===== config.mk =====
export PLATFORM = sky130hd
export DESIGN_NAME = quad_decoder
export DESIGN_NICKNAME = d
export VERILOG_FILES = /design/src/rtl/quad_pkg.sv /design/src/rtl/quad_filter.sv /design/src/rtl/quad_decoder.sv
export SDC_FILE = /design/constraint.sdc
export NUM_CORES = 1
export LEC_CHECK = 0
export BUFFER_PORTS_ARGS = -buffer_cell sky130_fd_sc_hd__buf_2
export CAP_MARGIN = 10
export CORE_ASPECT_RATIO = 0.6
export CORE_MARGIN = 10
export CORE_UTILIZATION = 35
export CTS_BUF_LIST = sky130_fd_sc_hd__clkbuf_4 sky130_fd_sc_hd__clkbuf_8
export DETAILED_ROUTE_END_ITERATION = 12
export GPL_TIMING_DRIVEN = 0
export HOLD_SLACK_MARGIN = 0.02
export SLEW_MARGIN = 20
export SYNTH_ARGS = -nofsm -noshare
export SYNTH_HDL_FRONTEND = slang
export SYNTH_SLANG_ARGS = --single-unit

===== constraint.sdc =====
create_clock -name CLK -period 3.8 [get_ports CLK]
set_clock_uncertainty 0.05 [all_clocks]
set_input_delay 0.19 -clock CLK [delete_from_list [all_inputs] [get_ports CLK]]
set_output_delay 0.19 -clock CLK [all_outputs]
set_load 0.02 [all_outputs]

===== src/rtl/quad_pkg.sv =====
// Shared quadrature definitions: the 2-bit phase pair, the Gray sequence
// and the step classifier. The matching encoder walks the same table.
package quad_pkg;

    typedef logic [1:0] ab_t;

    // Gray sequence in forward order: 00 -> 01 -> 11 -> 10 -> 00
    localparam ab_t GRAY_00 = 2'b00;
    localparam ab_t GRAY_01 = 2'b01;
    localparam ab_t GRAY_11 = 2'b11;
    localparam ab_t GRAY_10 = 2'b10;

    // Decode state, one per Gray code; encoding equals the {A,B} pair
    typedef enum logic [1:0] {
        S00 = 2'b00,
        S01 = 2'b01,
        S11 = 2'b11,
        S10 = 2'b10
    } quad_state_t;

    typedef enum logic [1:0] {
        DELTA_NONE    = 2'd0,
        DELTA_FWD     = 2'd1,
        DELTA_REV     = 2'd2,
        DELTA_ILLEGAL = 2'd3
    } delta_t;

    // Successor of a code in the forward direction
    function automatic ab_t gray_next(input ab_t cur);
        ab_t nxt;
        case (cur)
            GRAY_00: nxt = GRAY_01;
            GRAY_01: nxt = GRAY_11;
            GRAY_11: nxt = GRAY_10;
            GRAY_10: nxt = GRAY_00;
            default: nxt = GRAY_00;
        endcase
        return nxt;
    endfunction

    // Classify a transition: forward, reverse, none, or a two-bit jump
    function automatic delta_t quad_delta(input ab_t prev, input ab_t cur);
        delta_t d;
        if (cur == prev) begin
            d = DELTA_NONE;
        end else if (cur == gray_next(prev)) begin
            d = DELTA_FWD;
        end else if (prev == gray_next(cur)) begin
            d = DELTA_REV;
        end else begin
            d = DELTA_ILLEGAL;
        end
        return d;
    endfunction

endpackage


===== src/rtl/quad_filter.sv =====
// Two-flop synchroniser plus stability filter for the quadrature pair.
// Both phases are filtered as one 2-bit value so a change is accepted as a
// unit; the filtered pair only moves after filt_len consecutive equal samples.
module quad_filter
    import quad_pkg::*;
#(
    parameter int FILT_W = 4
) (
    input  logic              CLK,
    input  logic              Reset_n,
    input  logic              a_in,
    input  logic              b_in,
    input  logic [FILT_W-1:0] filt_len,
    output ab_t               ab_state
);

    localparam logic [FILT_W-1:0] CNT_ZERO = {FILT_W{1'b0}};
    localparam logic [FILT_W-1:0] CNT_ONE  = {{(FILT_W-1){1'b0}}, 1'b1};
    localparam logic [FILT_W-1:0] CNT_MAX  = {FILT_W{1'b1}};

    ab_t               sync1_r;
    ab_t               sync2_r;
    ab_t               cand_r;
    ab_t               filt_r;
    logic [FILT_W-1:0] cnt_r;

    logic [FILT_W-1:0] cnt_next_s;
    logic [FILT_W-1:0] thresh_s;
    logic              accept_s;

    // Two-stage synchroniser for the asynchronous phase inputs
    always_ff @(posedge CLK or negedge Reset_n) begin
        if (!Reset_n) begin
            sync1_r <= GRAY_00;
            sync2_r <= GRAY_00;
        end else begin
            sync1_r <= {a_in, b_in};
            sync2_r <= sync1_r;
        end
    end

    // Stability count including the current sample; accept once it reaches the threshold
    always_comb begin
        cnt_next_s = cnt_r;
        thresh_s   = CNT_ONE;
        accept_s   = 1'b0;
        if (filt_len == CNT_ZERO) begin
            thresh_s = CNT_ONE;
        end else begin
            thresh_s = filt_len;
        end
        if (sync2_r != cand_r) begin
            cnt_next_s = CNT_ONE;
        end else if ((cnt_r < filt_len) && (cnt_r != CNT_MAX)) begin
            cnt_next_s = cnt_r + CNT_ONE;
        end else begin
            cnt_next_s = cnt_r;
        end
        accept_s = (cnt_next_s >= thresh_s);
    end

    // Candidate, counter and filtered-state registers
    always_ff @(posedge CLK or negedge Reset_n) begin
        if (!Reset_n) begin
            cand_r <= GRAY_00;
            cnt_r  <= CNT_ZERO;
            filt_r <= GRAY_00;
        end else begin
            cand_r <= sync2_r;
            cnt_r  <= cnt_next_s;
            if (accept_s) begin
                filt_r <= sync2_r;
            end
        end
    end

    assign ab_state = filt_r;

endmodule


===== src/rtl/quad_decoder.sv =====
// Quadrature decoder: filters the A/B pair and turns Gray-code transitions
// into a signed position, a one-cycle step pulse, a direction flag and a
// sticky error for two-bit jumps. All outputs are registered.
module quad_decoder
    import quad_pkg::*;
#(
    parameter int POS_W    = 8,
    parameter int FILT_W   = 4,
    parameter int SATURATE = 0,
    parameter int X4       = 1
) (
    input  logic              CLK,
    input  logic              Reset_n,
    input  logic              SteerA_I,
    input  logic              SteerB_I,
    input  logic [FILT_W-1:0] filt_len,
    input  logic              clear,
    output logic [POS_W-1:0]  position,
    output logic              step,
    output logic              dir,
    output logic              err,
    output logic [1:0]        ab_state
);

    localparam logic [POS_W-1:0] POS_ZERO = {POS_W{1'b0}};
    localparam logic [POS_W-1:0] POS_ONE  = {{(POS_W-1){1'b0}}, 1'b1};
    localparam logic [POS_W-1:0] POS_MAX  = {1'b0, {(POS_W-1){1'b1}}};
    localparam logic [POS_W-1:0] POS_MIN  = {1'b1, {(POS_W-1){1'b0}}};

    ab_t              ab_s;
    quad_state_t      prev_r;
    quad_state_t      prev_next_s;
    delta_t           delta_s;

    logic [POS_W-1:0] position_r;
    logic             step_r;
    logic             dir_r;
    logic             err_r;

    logic             count_up_s;
    logic             count_dn_s;
    logic             illegal_s;
    logic [POS_W-1:0] pos_next_s;
    logic             step_next_s;
    logic             dir_next_s;
    logic             err_next_s;

    quad_filter #(
        .FILT_W (FILT_W)
    ) u_filter (
        .CLK      (CLK),
        .Reset_n  (Reset_n),
        .a_in     (SteerA_I),
        .b_in     (SteerB_I),
        .filt_len (filt_len),
        .ab_state (ab_s)
    );

    // Decode state register: tracks the previously seen filtered code
    always_ff @(posedge CLK or negedge Reset_n) begin
        if (!Reset_n) begin
            prev_r <= S00;
        end else begin
            prev_r <= prev_next_s;
        end
    end

    // Next-state, count decision and next output values
    always_comb begin
        prev_next_s = quad_state_t'(ab_s);
        delta_s     = quad_delta(ab_t'(prev_r), ab_s);
        count_up_s  = 1'b0;
        count_dn_s  = 1'b0;
        illegal_s   = 1'b0;
        pos_next_s  = position_r;
        err_next_s  = err_r;
        dir_next_s  = dir_r;

        // In x1 mode only the arrival at 00 counts (10->00 up, 01->00 down)
        case (delta_s)
            DELTA_FWD: begin
                if ((X4 != 0) || (ab_s == GRAY_00)) begin
                    count_up_s = 1'b1;
                end else begin
                    count_up_s = 1'b0;
                end
            end
            DELTA_REV: begin
                if ((X4 != 0) || (ab_s == GRAY_00)) begin
                    count_dn_s = 1'b1;
                end else begin
                    count_dn_s = 1'b0;
                end
            end
            DELTA_ILLEGAL: illegal_s = 1'b1;
            default:       illegal_s = 1'b0;
        endcase

        // Clear overrides a coinciding count on position and err only
        if (clear) begin
            pos_next_s = POS_ZERO;
        end else if (count_up_s) begin
            if ((SATURATE != 0) && (position_r == POS_MAX)) begin
                pos_next_s = position_r;
            end else begin
                pos_next_s = position_r + POS_ONE;
            end
        end else if (count_dn_s) begin
            if ((SATURATE != 0) && (position_r == POS_MIN)) begin
                pos_next_s = position_r;
            end else begin
                pos_next_s = position_r - POS_ONE;
            end
        end else begin
            pos_next_s = position_r;
        end

        if (clear) begin
            err_next_s = 1'b0;
        end else if (illegal_s) begin
            err_next_s = 1'b1;
        end else begin
            err_next_s = err_r;
        end

        if (count_up_s) begin
            dir_next_s = 1'b1;
        end else if (count_dn_s) begin
            dir_next_s = 1'b0;
        end else begin
            dir_next_s = dir_r;
        end

        step_next_s = count_up_s | count_dn_s;
    end

    // Registered outputs: position, step pulse, direction and sticky error
    always_ff @(posedge CLK or negedge Reset_n) begin
        if (!Reset_n) begin
            position_r <= POS_ZERO;
            step_r     <= 1'b0;
            dir_r      <= 1'b0;
            err_r      <= 1'b0;
        end else begin
            position_r <= pos_next_s;
            step_r     <= step_next_s;
            dir_r      <= dir_next_s;
            err_r      <= err_next_s;
        end
    end

    assign position = position_r;
    assign step     = step_r;
    assign dir      = dir_r;
    assign err      = err_r;
    assign ab_state = ab_s;

endmodule

==> impl_metrics.json <==
{
  "status": "completed",
  "portBuffers": 20,
  "antenna_found_initial": 0,
  "rrSetupSlack_ns": 0.69,
  "worstSetupEndpointType": "flop",
  "layout.nets": 212,
  "total_power_mw": 1.57,
  "synth_flop_cell": "dfrtp_1",
  "dpl_cell_area_um2": 1730,
  "synth_mux_area_share_pct": 6.30,
  "vias": 1202,
  "ir_drop_mv": 0.469,
  "syn_avg_cell_area_um2": 9.87,
  "place.gp.congestion": 0.860,
  "ant_nets": 0,
  "die_y_um": 71.6,
  "yosysSeqAreaShare_pct": 40.4,
  "slew_viol_final": 0,
  "critPathBufInv": 0,
  "ys_ff_latch": 25,
  "criticalPathCategory": "reg2reg",
  "rr_endpoint": "u_filter.ab_state[0]",
  "tightest_slew_ns": 0.539,
  "synth_edf_count": 0,
  "grt_overflow": 0,
  "crit-reg2reg-launch": "u_filter.cnt_r[1]",
  "synth_area_leaders": "dfrtp_1 40%, ha_1 14%, mux2i_1 3.9%",
  "slowest_stage": "dfrtp_1",
  "cts_tree": "yes",
  "synth.largest_area_cell": "dfrtp_1",
  "vias_per_cell": 4.93,
  "dp.cells": 237,
  "synth_area_um2": 1550,
  "io_pins": 22,
  "cts_root_buffer": "clkbuf_8",
  "ys_types": 39,
  "dpl.hpwl_um": 2630,
  "dr.pass1.iters": 4,
  "fin_area_um2": 1810,
  "hp-start": "clear",
  "path_common_cell": "a21o_1",
  "area_delta_synth_final_pct": 16.5,
  "cts_buffer_depth": 2,
  "synth-compound-area-share_pct": 16.1,
  "finalSetupTns_ns": 0,
  "routedWlPerCell_um": 13.1,
  "cts_buffers": 3,
  "critPathLaunchType": "flop",
  "grt_max_degree": 26,
  "fp.dieW_um": 106,
  "initial_core_util_pct": 37.0,
  "cts-resized-gates": 0,
  "timing_hold_violations_final": 0,
  "fmax_mhz": 322,
  "postSynth.asyncResetShare_pct": 100,
  "p_per_area_nw_per_um2": 868,
  "worstPathMaxFanout": 4,
  "drt_iter0_markers": 63,
  "clock-sinks": 25,
  "drc": 0,
  "finalSetupViolCount": 0,
  "min_to": "position[2]",
  "synth_most_common_cell": "dfrtp_1",
  "cp_top_family": "compound AO/OA/AOI/OAI gates",
  "groute.usage.overall_pct": 9.01,
  "reg2reg_depth": 11,
  "dieArea_um2": 7580,
  "final.period_utilization_pct": 81.7,
  "n_antenna_cell": 0,
  "whs_path_depth": 2,
  "synth_top_family_by_area": "simple AND/OR/NAND/NOR gates",
  "grt_pass1_wl_um": 5800,
  "fin_crit_ns": 3.11,
  "synthCells": 157,
  "wl_um": 3210,
  "max_stage_delay_ns": 0.42,
  "max_cap_viol_count": 0,
  "syn_nets": 184,
  "crit_required_ns": 3.91,
  "power.leakage_nw": 0.911,
  "num_rows": 18,
  "synth-xor-area-share_pct": 1.69,
  "worstPathCellList": "ha_1 > a21o_1 > a21o_1 > a21boi_4 > mux2_4 > ha_1 > nand2b_1 > a21o_1 > a21o_1 > a21oi_1 > mux2_2",
  "cts_max_level": 1,
  "synth_adder_area_share_pct": 15.0,
  "path_clk_slew_ns": 0.09,
  "synth_warnings": 0,
  "worstSetupStartpoint": "u_filter.cnt_r[1]",
  "hold_class": "in2reg",
  "grt_pass1_vias": 1227,
  "clk_latency_ns": 0.27,
  "coreArea_um2": 4190,
  "synth_common_cells": "25 x dfrtp_1, 17 x ha_1, 13 x inv_1",
  "synth_top_area_share_pct": 40.4,
  "layout-drive-gt1-share_pct": 17.9,
  "slew_headroom_pct": 64.1,
  "synth_simple_gate_area_share_pct": 16.8,
  "worst_hold_slack_ns": 0.270,
  "instances_no_fill": 244,
  "crit_arrival_ns": 3.22,
  "rsz0062_at_grt": "false"
}
worst reg2reg max path: cells and delay by family, from the launching register on:
family	cells	cell delay, ns
AOI/OAI and AO/OA	6	1.14
DFF	1	0.42
and+or+nand+nor	1	0.14
adders and majority gates	2	0.56
muxes	2	0.70
worst max-delay path by stage:
stage | end | slack [ns] | cells past startpoint
CTS | u_filter.ab_state[0] | 0.66 | 11
detailed placement | u_filter.ab_state[0] | 0.67 | 11
global route | position[5] | 0.37 | 12
global placement | u_filter.ab_state[0] | 0.71 | 11
finish | u_filter.ab_state[0] | 0.69 | 11
floorplan | u_filter.ab_state[0] | 0.84 | 11
area by class of cell:
cell class | instances | area [µm²]
clock buffer | 3 | 41.3
tap | 60 | 75.1
multi-input combinational | 117 | 867
sequential | 25 | 626
fill | 435 | 2380
clock inverter | 1 | 8.76
inverter | 13 | 48.8
timing repair buffer | 23 | 130
buffer | 2 | 8.76
report_power, final:
part           total, mW  switching [mW]  internal [mW]
Sequential         0.403          0.0625          0.340
Combinational       1.00           0.600          0.400
Clock              0.164          0.0875         0.0768
Total               1.57           0.750          0.817
flip-flops by register name (all words and copies together) (netlist names):
signal             count
u_filter.sync1_r       2
dir                    1
prev_r                 2
u_filter.cand_r        2
u_filter.cnt_r         4
u_filter.ab_state      2
u_filter.sync2_r       2
step                   1
position               8
err                    1
layout by cell type (no fill, tap or decap), types with 3 or more instances in the layout:
cell,netlist,layout
a21o_1,6,6
a21oi_1,10,10
buf_2,1,21
clkbuf_8,0,3
dfrtp_1,25,25
dlygate4sd3_1,0,3
ha_1,17,17
inv_1,13,13
mux2i_1,6,6
nand2_1,12,12
nand3_1,5,5
nor2_1,11,11
nor2b_1,3,3
nor3_1,6,6
o211ai_1,3,3
o21a_1,4,4
o21ai_0,4,4
kinds of logic (layout without fill, tap and decap cells):
kind of cell / Yosys count / after routing
adder cells (fa/ha/maj): 18 / 18
flip-flops: 25 / 25
AND/OR/NAND/NOR: 51 / 51
multiplexers: 9 / 9
AO/OA/AOI/OAI: 36 / 36
buffers and inverters: 15 / 42
XOR/XNOR: 3 / 3
routing by layer:
layer | vias up | track usage, % | wire, µm
li1 | 614 | - | -
met1 | 572 | 12.1 | 1670
met2 | 16 | 14.3 | 1410
met3 | 0 | 2.77 | 123
met4 | 0 | 1.05 | 0
met5 | - | 0 | 0
what timing repair did:
item                                   CTS  global route
hold buffers                             3             0
endpoints found under the hold margin   27             0
setup buffers                            0             0
metrics by stage:
| step | setup WS, ns | utilization (%) |
|---|---|---|
| after floorplan | 0.845 | - |
| after global placement | 0.714 | 41.2 |
| after detailed placement | 0.669 | 41.2 |
| after CTS | 0.658 | 43.1 |
| after global routing | 0.374 | 43.1 |
| final | 0.694 | 43.1 |
Power figures use the tool's default switching activity.
